--- src/rtl/slot_allocator.sv ---
// Slot allocator: lowest-free-index grant with registered occupancy bitmap and count.
// Optional illegal-free sticky flag enabled by defining SLOT_ALLOC_FREE_CHECK_EN.
module slot_allocator #(
  parameter int WIDTH = 8
) (
  input  logic                       clk,
  input  logic                       reset,
  input  logic                       alloc_req,
  output logic                       alloc_gnt,
  output logic [$clog2(WIDTH)-1:0]   alloc_idx,
  input  logic                       free_valid,
  input  logic [$clog2(WIDTH)-1:0]   free_idx,
  input  logic                       flush,
  output logic [WIDTH-1:0]           busy_mask,
  output logic [$clog2(WIDTH):0]     count,
  output logic                       full,
  output logic                       empty,
  output logic                       free_err
);

  localparam int IDX_W = $clog2(WIDTH);
  localparam int CNT_W = IDX_W + 1;

  logic [WIDTH-1:0] busy_mask_q, busy_mask_d;
  logic [CNT_W-1:0] count_q, count_d;
  logic             free_hit;

  // Descending scan so the lowest free index is the last one written.
  always_comb begin
    alloc_idx = '0;
    for (int i = WIDTH - 1; i >= 0; i--) begin
      if (!busy_mask_q[i]) alloc_idx = IDX_W'(i);
    end
  end

  assign full      = (count_q == CNT_W'(WIDTH));
  assign empty     = (count_q == '0);
  assign alloc_gnt = alloc_req && !full && !flush;
  assign free_hit  = free_valid && busy_mask_q[free_idx];

  always_comb begin
    busy_mask_d = busy_mask_q;
    count_d     = count_q;
    if (flush) begin
      busy_mask_d = '0;
      count_d     = '0;
    end else begin
      if (free_hit) busy_mask_d[free_idx] = 1'b0;
      if (alloc_gnt) busy_mask_d[alloc_idx] = 1'b1;
      count_d = count_q + CNT_W'(alloc_gnt) - CNT_W'(free_hit);
    end
  end

  always_ff @(posedge clk) begin
    if (reset) begin
      busy_mask_q <= '0;
      count_q     <= '0;
    end else begin
      busy_mask_q <= busy_mask_d;
      count_q     <= count_d;
    end
  end

  assign busy_mask = busy_mask_q;
  assign count     = count_q;

`ifdef SLOT_ALLOC_FREE_CHECK_EN
  logic free_err_q, free_err_d;

  always_comb begin
    free_err_d = free_err_q | (free_valid && !flush && !busy_mask_q[free_idx]);
  end

  always_ff @(posedge clk) begin
    if (reset) free_err_q <= 1'b0;
    else       free_err_q <= free_err_d;
  end

  assign free_err = free_err_q;
`else
  assign free_err = 1'b0;
`endif

endmodule
--- config.mk ---
export PLATFORM = sky130hd
export DESIGN_NAME = slot_allocator
export DESIGN_NICKNAME = d
export VERILOG_FILES = /design/src/rtl/slot_allocator.sv
export SDC_FILE = /design/constraint.sdc
export NUM_CORES = 1
export LEC_CHECK = 0
export CAP_MARGIN = 20
export CORE_UTILIZATION = 52
export CTS_BUF_LIST = sky130_fd_sc_hd__clkbuf_4
export DETAILED_ROUTE_END_ITERATION = 10
export GPL_TIMING_DRIVEN = 0
export HOLD_SLACK_MARGIN = 0.05
export PLACE_DENSITY = 0.86
export SYNTH_ARGS = -nofsm -noshare
export SYNTH_HDL_FRONTEND = slang
export SYNTH_SLANG_ARGS = --single-unit
--- constraint.sdc ---
create_clock -name clk -period 5.6 [get_ports clk]
set_input_delay 1.12 -clock clk [delete_from_list [all_inputs] [get_ports clk]]
set_output_delay 1.12 -clock clk [all_outputs]
set_load 0.01 [all_outputs]
Word level (Yosys, flattened, before mapping). Index checks and enable logic that the tools add are counted.

Flip-flop bits (word level): 12. Input bits: 8. Output and inout bits: 19. Logic and storage cells: 38.

Add/sub/neg operators: 2. Order comparisons: 4. Equal/unequal tests: 1. Multiplexer cells: 17. Bitwise operators: 3. Reductions and logical operators: 9.

Operator list (number): two-way mux 3 bit (8); two-way mux 8 bit (3); bitwise AND 8 bit (1); < comparator 3 x 4 -> 1 bit, second input constant (2); NOT 8 bit (1); OR 8 bit (1); demux 1 bit (select 3 bit) (2); greater-or-equal comparator 3 x 1 -> 1 bit, second input constant (2); logical AND 1 bit (5); adder 4 x 1 -> 4 bit (1); equality test 4 bit, second input constant (1); logical NOT 4 bit (1); subtractor 4 x 1 -> 4 bit (1); binary-select mux 1 bit (select 3 bit) (1); two-way mux 1 bit (3); logical NOT 1 bit (2); OR reduction 2 bit (1).

Logic depth before layout (Yosys ltp).
Depth in word-level cells: 14. Depth in mapped cells: 11. Depth with buffers taken out: 10.

Least setup slack after synthesis. Ideal clock, no wire load.

Path kind: input -> register. Start point: input free_idx[0]. End point: register count_q[2], in the netlist count[2]. Setup time: 0.127 ns. Arrival: 2.836 ns. Required time: 5.473 ns. Slack: 2.637 ns. Cell stages on the path: 10. Buffers on the path: 1. Cell sequence: buf_6 > mux2i_2 > o32ai_2 > o21a_1 > ha_1 > inv_1 > ha_1 > fa_1 > xnor2_1 > nor2_1.

Longest elaborated chain between the ends: 4.

RTL lines: from (decl) (RTL line 12) `input logic [$clog2(WIDTH)-1:0] free_idx,`; binary-select mux 1 bit (select 3 bit) (RTL line 39) `assign free_hit = free_valid && busy_mask_q[free_idx];`; two-way mux 1 bit (implied by the code) (RTL line 39); logical AND 1 bit (RTL line 39); subtractor 4 x 1 -> 4 bit (RTL line 50) `count_d = count_q + CNT_W'(alloc_gnt) - CNT_W'(free_hit);`; to (signal assigned) (RTL line 60) `count_q <= count_d;`; to (decl) (RTL line 25) `logic [CNT_W-1:0] count_q, count_d;`.

Every way passes these cells. The select of a mux whose other input is x is not followed. A chain may end at the register's enable or synchronous reset.

Worst setup path after layout.
Start point: input flush. End point: output alloc_gnt.

Longest elaborated chain between the ends: 2.

RTL lines: from (decl) (RTL line 13) `input logic flush,`; logical NOT 1 bit (RTL line 38) `assign alloc_gnt = alloc_req && !full && !flush;`; logical AND 1 bit (RTL line 38); to (decl) (RTL line 9) `output logic alloc_gnt,`.

Every way passes these cells.

==> results.toml <==
[yosys]
avgSynthCellArea_um2 = 8.91
ys_seq_area_share_pct = 25.4
ys_warn_count = 0
ys_ff_latch = 12
synth_edf_count = 0
async_flop_share_pct = 0
syn_inst = 106
ys.flop_type = "dfxtp_1"
syn_nets = 121
synth_cell_types = 42
synth.cell_area_um2 = 945

[floorplan]
dieArea_mm2 = 0.00199
die_x_um = 44.6
dieHeight_um = 44.6
rows = 15
ios = 27
core_area_mm2 = 0.00171
initial_utilization_pct = 55.3

[worst_setup_path]
crit_path_start_kind = "input pin"
crit_type = "in -> out"
worstSetupEndpointType = "output pin"
path_max_fanout = 4
required_ns = 4.48
cp.arrival_ns = 2.68
r2r_slack_ns = 3.26

[worst_hold_path]
min_path_type = "reg -> reg"

[sta]
drv_slew = 0
timing.final.crit_share_pct = 67.9
fmaxAchievable_mhz = 263
period_minus_slack_ns = 3.80
setup_violations = 0
final.setup.tns_ns = 0
fin_worst_skew_ns = 0.00873
finalHoldViolCount = 0
rsz0062_at_grt = "false"
timing.hold.ws_ns = 0.606

[power]
p_comb_share_pct = 16.9
p_sw_uw = 45.6
power_density_mw_per_mm2 = 139
ir_drop_v = 0.0000962
finalPower_uw = 171
swShare_pct = 26.7
p_int_uw = 125
clkPwrFrac_pct = 32.2
seqPwrFrac_pct = 50.9
leakagePower_nw = 0.452

[routing]
vias_per_cell = 6.13
drc = 0
final_antenna_net_count = 0
drt_iter0_drc = 43
routed-via-count = 963
drt-wirelength-per-cell_um = 14.9
dr.pass1.iters = 4
wirelength_mm = 2.34

[final_layout]
final_nets = 149
diodes = 0
final_area_mm2 = 0.00123
fillers = 131
syn2layout_area_growth_pct = 30.1
final_cells = 157
drive_gt1_share_pct = 12.9
final_common_cell = "clkdlybuf4s50_1"
mostFrequentLayoutCells = "clkdlybuf4s50_1 (23), inv_1 (12), dfxtp_1 (12), nor2_1 (8), ha_1 (6)"

[clocking]
ctsResizeCount = 0
clock_path_buffers = 2
cts_setup_buffers = 0
hold_buffers = 0
clkTransAtPathRegs_ns = 0.07
cts_tree = "built"
clock-sinks = 12
clockRootBuffer = "clkbuf_4"
clk_latency_ns = 0.28
htreeDepth = 1
cts_buffers = 3

[placed_design]
numPortBuffers = 23
gp_congestion = 0.812
dp_cells = 154
dp_hpwl_mm = 1.80
placed_area_mm2 = 0.00121

[global_route]
antenna_found_initial = 0
use_met1_pct = 32.5
grt_pass1_wl_mm = 3.66
grt_use_total_pct = 25.6
grt-ovfl-total = 0
grt-busiest-layer = "met2"
grt_max_degree = 10
use_met2_pct = 42.1
grt_pass1_vias = 804
gr-usage-met3_pct = 4.90

[outcome]
status = "finished clean"

[job]
maxCapViolCount = 0
[through the flow]
step	worst slack (ns)	util [%]
after floorplan	2.64	-
after global placement	1.84	70.6
after detailed placement	1.82	70.6
after CTS	1.80	71.9
after global routing	1.72	71.9
final	1.80	71.9
[final cells by class]
type | count | area [µm²] | share of cell area [%]
multi-input cells | 76 | 611 | 49.7
flip-flops and latches | 12 | 240 | 19.6
repair buffers | 23 | 230 | 18.7
plain buffers | 6 | 48.8 | 3.97
inverters | 12 | 45.0 | 3.67
well taps | 25 | 31.3 | 2.55
clock buffers | 3 | 22.5 | 1.83
[cells by family (layout without fill, tap and decap cells)]
family / count (synthesis) / after routing / synth area share, %
simple gates: 32 / 32 / 18.9
compound gates: 30 / 30 / 28.7
buf+inv: 18 / 44 / 9.93
flops: 12 / 12 / 25.4
fa+ha+maj: 7 / 7 / 10.1
mux: 4 / 4 / 4.64
xor+xnor: 2 / 2 / 1.85
other cells: 1 / 1 / 0.397
[cell usage after synthesis, types with 3 or more instances]
library cell | number | share of area (%)
o2111ai_1 | 3 | 2.8
a31oi_1 | 3 | 2.0
inv_1 | 12 | 4.8
ha_1 | 6 | 7.9
and2_1 | 3 | 2.0
dfxtp_1 | 12 | 25
a32o_1 | 5 | 5.3
buf_4 | 3 | 2.4
mux2i_1 | 3 | 3.2
nor2_1 | 8 | 3.2
nand2_1 | 5 | 2.0
o211ai_1 | 3 | 2.4
nand2b_1 | 5 | 3.3
[final timing paths]
| path | start | endpoint | cells after the start |
|---|---|---|---|
| min | busy_mask[6] | busy_mask[6] | 1 |
| min reg2reg | busy_mask[6] | busy_mask[6] | 1 |
| max reg2reg | busy_mask[2] | count[1] | 9 |
| max | flush | alloc_gnt | 5 |
[sequential cells by signal (all words and copies together) (netlist names)]
register,cells
count,4
busy_mask,8
[worst max-delay path, stage by stage]
cell	delay, ns
clkdlybuf4s50_1	0.42
nand2b_1	0.18
or2_1	0.28
inv_1	0.13
clkdlybuf4s50_1	0.55
[per-layer routing]
layer / vias up / part of all wire (%)
met4: 0 / 2.3
li1: 444 / -
met1: 448 / 40
met3: 9 / 8.4
met5: - / 0
met2: 62 / 49
[power groups by stage]
stage	clock network [mW]	logic, mW	registers (mW)
2_1_floorplan	0	0.0160	0.0893
3_3_place_gp	0	0.0278	0.0889
3_5_place_dp	0	0.0286	0.0890
4_1_cts	0.0542	0.0288	0.0870
5_1_grt	0.0599	0.0312	0.0871
6_report	0.0550	0.0289	0.0870
(Power assumes the default switching activity.)
